===== config.mk =====
export PLATFORM = sky130hd
export DESIGN_NAME = native_bus_arbiter
export DESIGN_NICKNAME = d
export VERILOG_FILES = /design/src/rtl/native_bus_arbiter.sv
export SDC_FILE = /design/constraint.sdc
export NUM_CORES = 1
export LEC_CHECK = 0
export CORE_MARGIN = 1
export CORE_UTILIZATION = 61
export DETAILED_ROUTE_END_ITERATION = 6
export DONT_BUFFER_PORTS = 1
export PLACE_DENSITY = 0.77
export SYNTH_ARGS = -nofsm -noshare
export SYNTH_HDL_FRONTEND = slang
export SYNTH_SLANG_ARGS = --single-unit

===== constraint.sdc =====
create_clock -name clk -period 2.1 [get_ports clk]
set_input_delay 0.105 -clock clk [delete_from_list [all_inputs] [get_ports clk]]
set_output_delay 0.105 -clock clk [all_outputs]
set_load 0.03 [all_outputs]

===== src/rtl/native_bus_arbiter.sv =====
// rtl/native_bus_arbiter.sv - round-robin arbiter sharing one native r_wn/addr/wdata/rdata bus
// Optional address-window check: define NATIVE_BUS_ARB_RANGE_CHECK_EN.
module native_bus_arbiter #(
    parameter int          NUM_REQ    = 2,
    parameter int          ADDR_WIDTH = 8,
    parameter int          DATA_WIDTH = 8,
    parameter int unsigned RANGE0_LO  = 0,
    parameter int unsigned RANGE0_HI  = 16,
    parameter int unsigned RANGE1_LO  = 32,
    parameter int unsigned RANGE1_HI  = 48
) (
    input  logic                          clk,
    input  logic                          rst,
    input  logic [NUM_REQ-1:0]            req,
    input  logic [NUM_REQ-1:0]            req_r_wn,
    input  logic [NUM_REQ*ADDR_WIDTH-1:0] req_addr,
    input  logic [NUM_REQ*DATA_WIDTH-1:0] req_wdata,
    output logic [NUM_REQ-1:0]            gnt,
    output logic [NUM_REQ-1:0]            done,
    output logic [NUM_REQ-1:0]            err,
    output logic [DATA_WIDTH-1:0]         rsp_rdata,
    output logic                          bus_r_wn,
    output logic [ADDR_WIDTH-1:0]         bus_addr,
    output logic [DATA_WIDTH-1:0]         bus_wdata,
    input  logic [DATA_WIDTH-1:0]         bus_rdata,
    output logic                          busy
);

    localparam int IDX_W = (NUM_REQ > 1) ? $clog2(NUM_REQ) : 1;

`ifdef NATIVE_BUS_ARB_RANGE_CHECK_EN
    localparam bit RANGE_CHECK = 1'b1;
`else
    localparam bit RANGE_CHECK = 1'b0;
`endif

    typedef enum logic [1:0] {
        IDLE   = 2'd0,
        SETUP  = 2'd1,
        ACCESS = 2'd2,
        RESP   = 2'd3
    } state_t;

    state_t                  state_q, state_d;
    logic [IDX_W-1:0]        ptr_q, ptr_d;
    logic [IDX_W-1:0]        idx_q, idx_d;
    logic                    r_wn_q, r_wn_d;
    logic [ADDR_WIDTH-1:0]   addr_q, addr_d;
    logic [DATA_WIDTH-1:0]   wdata_q, wdata_d;
    logic [NUM_REQ-1:0]      gnt_q, gnt_d;
    logic [DATA_WIDTH-1:0]   rdata_q, rdata_d;
    logic                    oor_q, oor_d;

    logic                    found;
    logic [IDX_W-1:0]        cand;
    logic [IDX_W-1:0]        sel_idx;
    logic                    sel_r_wn;
    logic [ADDR_WIDTH-1:0]   sel_addr;
    logic [DATA_WIDTH-1:0]   sel_wdata;
    logic [31:0]             sel_addr32;
    logic                    sel_in_range;

    // Search starts one past the last winner so every requester gets a turn.
    always_comb begin
        found   = 1'b0;
        sel_idx = '0;
        cand    = '0;
        for (int off = 1; off <= NUM_REQ; off++) begin
            cand = IDX_W'((int'(ptr_q) + off) % NUM_REQ);
            if (!found && req[cand]) begin
                found   = 1'b1;
                sel_idx = cand;
            end
        end
    end

    always_comb begin
        sel_r_wn  = 1'b1;
        sel_addr  = '0;
        sel_wdata = '0;
        for (int i = 0; i < NUM_REQ; i++) begin
            if (IDX_W'(i) == sel_idx) begin
                sel_r_wn  = req_r_wn[i];
                sel_addr  = req_addr[i*ADDR_WIDTH +: ADDR_WIDTH];
                sel_wdata = req_wdata[i*DATA_WIDTH +: DATA_WIDTH];
            end
        end
    end

    assign sel_addr32   = 32'(sel_addr);
    assign sel_in_range = ((sel_addr32 >= RANGE0_LO) && (sel_addr32 < RANGE0_HI)) ||
                          ((sel_addr32 >= RANGE1_LO) && (sel_addr32 < RANGE1_HI));

    always_ff @(posedge clk or posedge rst) begin
        if (rst) begin
            state_q <= IDLE;
            ptr_q   <= IDX_W'(NUM_REQ - 1);
            idx_q   <= '0;
            r_wn_q  <= 1'b1;
            addr_q  <= '0;
            wdata_q <= '0;
            gnt_q   <= '0;
            rdata_q <= '0;
            oor_q   <= 1'b0;
        end else begin
            state_q <= state_d;
            ptr_q   <= ptr_d;
            idx_q   <= idx_d;
            r_wn_q  <= r_wn_d;
            addr_q  <= addr_d;
            wdata_q <= wdata_d;
            gnt_q   <= gnt_d;
            rdata_q <= rdata_d;
            oor_q   <= oor_d;
        end
    end

    // addr_q/wdata_q double as the bus drivers, so they hold between transactions.
    always_comb begin
        state_d = state_q;
        ptr_d   = ptr_q;
        idx_d   = idx_q;
        r_wn_d  = r_wn_q;
        addr_d  = addr_q;
        wdata_d = wdata_q;
        gnt_d   = gnt_q;
        rdata_d = rdata_q;
        oor_d   = oor_q;
        case (state_q)
            IDLE: begin
                if (found) begin
                    idx_d          = sel_idx;
                    r_wn_d         = sel_r_wn;
                    addr_d         = sel_addr;
                    wdata_d        = sel_wdata;
                    gnt_d          = '0;
                    gnt_d[sel_idx] = 1'b1;
                    oor_d          = RANGE_CHECK && !sel_in_range;
                    state_d        = SETUP;
                end
            end
            SETUP: begin
                state_d = ACCESS;
            end
            ACCESS: begin
                if (oor_q) begin
                    rdata_d = '0;
                end else if (r_wn_q) begin
                    rdata_d = bus_rdata;
                end
                state_d = RESP;
            end
            RESP: begin
                ptr_d   = idx_q;
                gnt_d   = '0;
                state_d = IDLE;
            end
            default: begin
                state_d = IDLE;
            end
        endcase
    end

    always_comb begin
        done = '0;
        if (state_q == RESP) begin
            done[idx_q] = 1'b1;
        end
    end

`ifdef NATIVE_BUS_ARB_RANGE_CHECK_EN
    assign err = done & {NUM_REQ{oor_q}};
`else
    assign err = '0;
`endif

    assign gnt       = gnt_q;
    assign rsp_rdata = rdata_q;
    assign bus_addr  = addr_q;
    assign bus_wdata = wdata_q;
    assign bus_r_wn  = !((state_q == ACCESS) && !r_wn_q && !oor_q);
    assign busy      = (state_q != IDLE);

endmodule


### Yosys cells after proc, flatten, opt, wreduce, memory -nomap -nowiden

Index checks and enable logic that the tools add are counted.
Widths: inputs -> output; s select.

* reduce and logical (&&, ||, !) cells: 13
* $add $sub $neg: 2
* equal/unequal tests: 4
* multiplexer cells: 21
* magnitude comparators: 6

Operators with widths (count)
* $mux 8: 3
* $mux 1: 11
* $lt 1x2->1 const B: 4
* $pmux 2 s4: 1
* $mux 2: 3
* $reduce_and 2->1: 3
* $eq 2x2->1 const B: 2
* $logic_and 1x1->1: 4
* $pmux 2 s2: 1
* $reduce_bool 2->1: 2
* $logic_not 1->1: 3
* $add 1x1->1 const B: 2
* $demux 1 s1: 2
* $eq 2x1->1 const B: 1
* $ge 1x1->1 const B: 2
* $logic_not 2->1: 1
* $ne 2x2->1 const B: 1

* word-level logic and storage cells: 54
* input bits: 46
* register bits: 31
* output and inout bits: 32

### Logic depth before layout (Yosys ltp)

* word-level depth: 13
* mapped depth: 8
* mapped depth without buffers: 5

### Worst setup path before layout

Ideal clock, no wire load.

* kind: register to register
* from: register state_q[0]
* to: register state_q[1]
* arrival time: 1.375 ns
* period minus slack after synthesis: 1.500 ns
* required time: 1.975 ns
* buffers on the path: 1
* library setup time: 0.125 ns
* path slack: 0.600 ns
* stages on the path, launching flop included: 6
* path through: dfrtp_1 > inv_1 > ha_1 > buf_2 > nor3b_1 > mux2_2

* longest elaborated chain between the ends: 2
* elaborated cells between the ends (all ways): 6
* those cells by class: eq/ne (4); mux (1); reduce/logical (1)

RTL lines
* start: declaration: line 44 `state_t state_q, state_d;`
* start signal: assignment: line 106 `state_q <= state_d;`
* $eq 2x2->1 (tied with other cells): line 129 `case (state_q)`
* $pmux 2 s4 or $ne 2x2->1 (tied branches)

Several ways; a longest one is shown, not always the timed one.
A chain may end at the register's enable or synchronous reset.

### Worst setup path after layout

* from: register state_q[0]
* to: register wdata_q[6] (netlist: bus_wdata[6])

* longest elaborated chain between the ends: 2

RTL lines
* $logic_not 2->1: line 129
* $reduce_and 2->1 (no source line)
* end signal: assignment: line 111 `wdata_q <= wdata_d;`
* end: declaration: line 49 `logic [DATA_WIDTH-1:0] wdata_q, wdata_d;`

No other way between the ends.

==> results.ini <==
[die]
core-area_sq_um=2250
floorplan.io_pins=78
floorplan.die.width_um=51.3
die_y_um=51.3
die_area_sq_um=2640
start_util=0.659
rows=17

[sta]
final.period_utilization=0.842
setup_viol=0
whs_ns=0.0425
final_hold_viol_count=0
max_freq_mhz=565
grt_setup_unrepaired=false
timing.clock.skew_ns=0.00533
timing_worst_slew_pin_value_ns=0.803
slew_headroom=0.465
shortest_period_the_worst_path_allows_ns=1.77
setup-tns-final_ns=0
slew_viol_final=0

[layout]
final_cell_count_no_fill=221
multi_input_comb_area_sq_um=609
fill_cell_total_of_the_finished_layout=124
area.growth.synth_to_final_pct=31.6
layout_commonest_cell=sky130_fd_sc_hd__dlygate4sd3_1
share_of_layout_cells_above_drive_strength_1=0.130
regArea_sq_um=778
layout.core_utilization=0.867
mostFrequentLayoutCells=44 x sky130_fd_sc_hd__dlygate4sd3_1, 33 x sky130_fd_sc_hd__a21oi_1, 29 x sky130_fd_sc_hd__dfrtp_1
antenna-diode-count=0
layout.nets=241

[synth]
synthFlopType=sky130_fd_sc_hd__dfrtp_1
postSynthCellCount=149
synth-seq-cells=31
synth-seq-area-share=0.524
post_synth_num_cell_types=26
synth_area_sq_um=1490
postSynthAreaPerCell_sq_um=9.97
postSynth.asyncResetShare=1.00
yosysWarningCount=0
edff_count_synth=0

[power_and_ir_drop]
leakagePower_nw=0.859
irDropWorstVdd_v=0.00126
powerDensity_nw_per_um2=1530

[global_routing]
globalRoute.totalOverflow=0
grt_antenna_before_repair=0
global_route_wire_length_before_repair_um=5640
largest_net_degree_at_the_start_of_global_routing=21
grt_pass1_vias=1232
groute.usage.overall=0.309

[routing]
routed_wl_um=3790
remaining_drc_errors=0
drt_iter0_markers=24
route.detailed.vias_per_inst=5.72
antenna_left=0
routed_wire_length_per_instance_um=17.2
num_vias=1265
drt_first_pass_iters=4

[clocking]
number_of_clock_buffers_inserted_by_tritoncts=5
cts_sinks=31
postCtsSetupBuffers=0
clock_root_cell=sky130_fd_sc_hd__clkbuf_4
worst_setup_hold_path_clk_slew_ns=0.09
cts.path.max_buffers=2
clock_tree_from_tritoncts=done
h_tree_depth_reported_by_cts=2
clock_insertion_delay_worst_skew_ns=0.32

[worst_setup_path]
worst_r2r_endpoint=bus_wdata[6]$_DFFE_PP0P_
crit_path_start_kind=flip-flop
nature_of_the_critical_path_endpoint=flip-flop
cp_max_fo=17
critical_path_data_arrival_time_ns=1.99
r2r.worst_path.cells=5
critical_path_class=reg -> reg
required_ns=2.32
r2r_setup_slack_ns=0.33
crit-reg2reg-launch=state_q[0]$_DFFE_PP0P_

[hold_path]
worst_hold_path.num_cells=2
min-delay-start=req_wdata[9]
holdPathEnd=bus_wdata[1]$_DFFE_PP0P_
worst_hold_check_path_type=in -> reg

[placed_design]
globalplace.congestion=0.787
place.detailed.instances=169
hpwlAfterDp_um=2110
buffer_ports.inserted=0

[status]
status=completed

[run]
max-cap-violations=0

## cell usage after synthesis, drive strengths merged, types with 2 or more instances
cell	count	area, sq um
mux2	10	113
ha	3	37.5
nor2	19	71.3
inv	4	15.0
dfrtp	29	726
nor2b	2	12.5
o21ai	4	23.8
nand2	21	78.8
dfstp	2	52.6
a21oi	35	183
buf	10	86.3
## where the power goes
group          leakage [nW]  switching, mW  internal [mW]
logic                 0.466          0.557          0.417
registers             0.355          0.717          0.908
clock network        0.0386          0.190          0.197
## sequential cells by signal, indices dropped and copies added (netlist names)
name       flops
bus_addr       8
gnt            2
bus_wdata      8
ptr_q          1
idx_q          1
r_wn_q         1
rsp_rdata      8
state_q        2
## metal layers
| layer | up-vias | track usage | wire length (um) |
|---|---|---|---|
| li1 | 579 | - | - |
| met1 | 623 | 0.315 | 1300 |
| met2 | 57 | 0.579 | 2200 |
| met3 | 6 | 0.116 | 253 |
| met4 | 0 | 0.0901 | 40 |
| met5 | - | 0 | 0 |
## metrics by stage
step           cell area [sq um]  setup slack (ns)  power (mW)
3_5_place_dp                1450             0.444        2.53
2_1_floorplan               1490             0.600        2.37
4_1_cts                     1950             0.412        2.98
6_report                    1950             0.331        2.99
5_1_grt                     1950             0.187        3.16
3_3_place_gp                1450             0.542        2.45
## worst max-delay path, stage by stage (launching register included)
cell and delay, ns:
sky130_fd_sc_hd__dfrtp_1 0.40, sky130_fd_sc_hd__inv_1 0.09, sky130_fd_sc_hd__ha_1 0.30, sky130_fd_sc_hd__o21a_1 0.55, sky130_fd_sc_hd__nor2_1 0.11, sky130_fd_sc_hd__a21oi_1 0.21
## how the worst max path moves through the flow
stage                                 from                       end  cells after the start
floorplan           state_q[0]$_DFFE_PP0P_    state_q[1]$_DFFE_PP0P_                      5
global placement    state_q[0]$_DFFE_PP0P_    state_q[1]$_DFFE_PP0P_                      4
detailed placement  state_q[0]$_DFFE_PP0P_    state_q[1]$_DFFE_PP0P_                      4
CTS                 state_q[1]$_DFFE_PP0P_                   done[0]                      2
global route        state_q[1]$_DFFE_PP0P_  bus_wdata[6]$_DFFE_PP0P_                      5
finish              state_q[0]$_DFFE_PP0P_  bus_wdata[6]$_DFFE_PP0P_                      5
## kinds of logic (layout without fill, tap and decap cells)
kind of cell	Yosys count	count (layout)	synth area share
buffers and inverters	14	57	0.0682
adder cells (fa/ha/maj)	3	3	0.0253
other	1	2	0.00252
AND/OR/NAND/NOR	46	46	0.126
multiplexers	10	10	0.0758
AO/OA/AOI/OAI	44	44	0.178
flip-flops	31	31	0.524
## area by class of cell
type / instances / share of cell area
sequential: 31 / 0.398
multi-input combinational: 105 / 0.312
timing repair buffer: 45 / 0.229
clock buffer: 8 / 0.0352
tap: 28 / 0.0179
inverter: 4 / 0.00768
## what timing repair did
action,4_1_cts,5_1_grt
hold buffers,44,0
endpoints found under the hold margin,44,0
resized for setup,0,0
(Power assumes the default switching activity.)
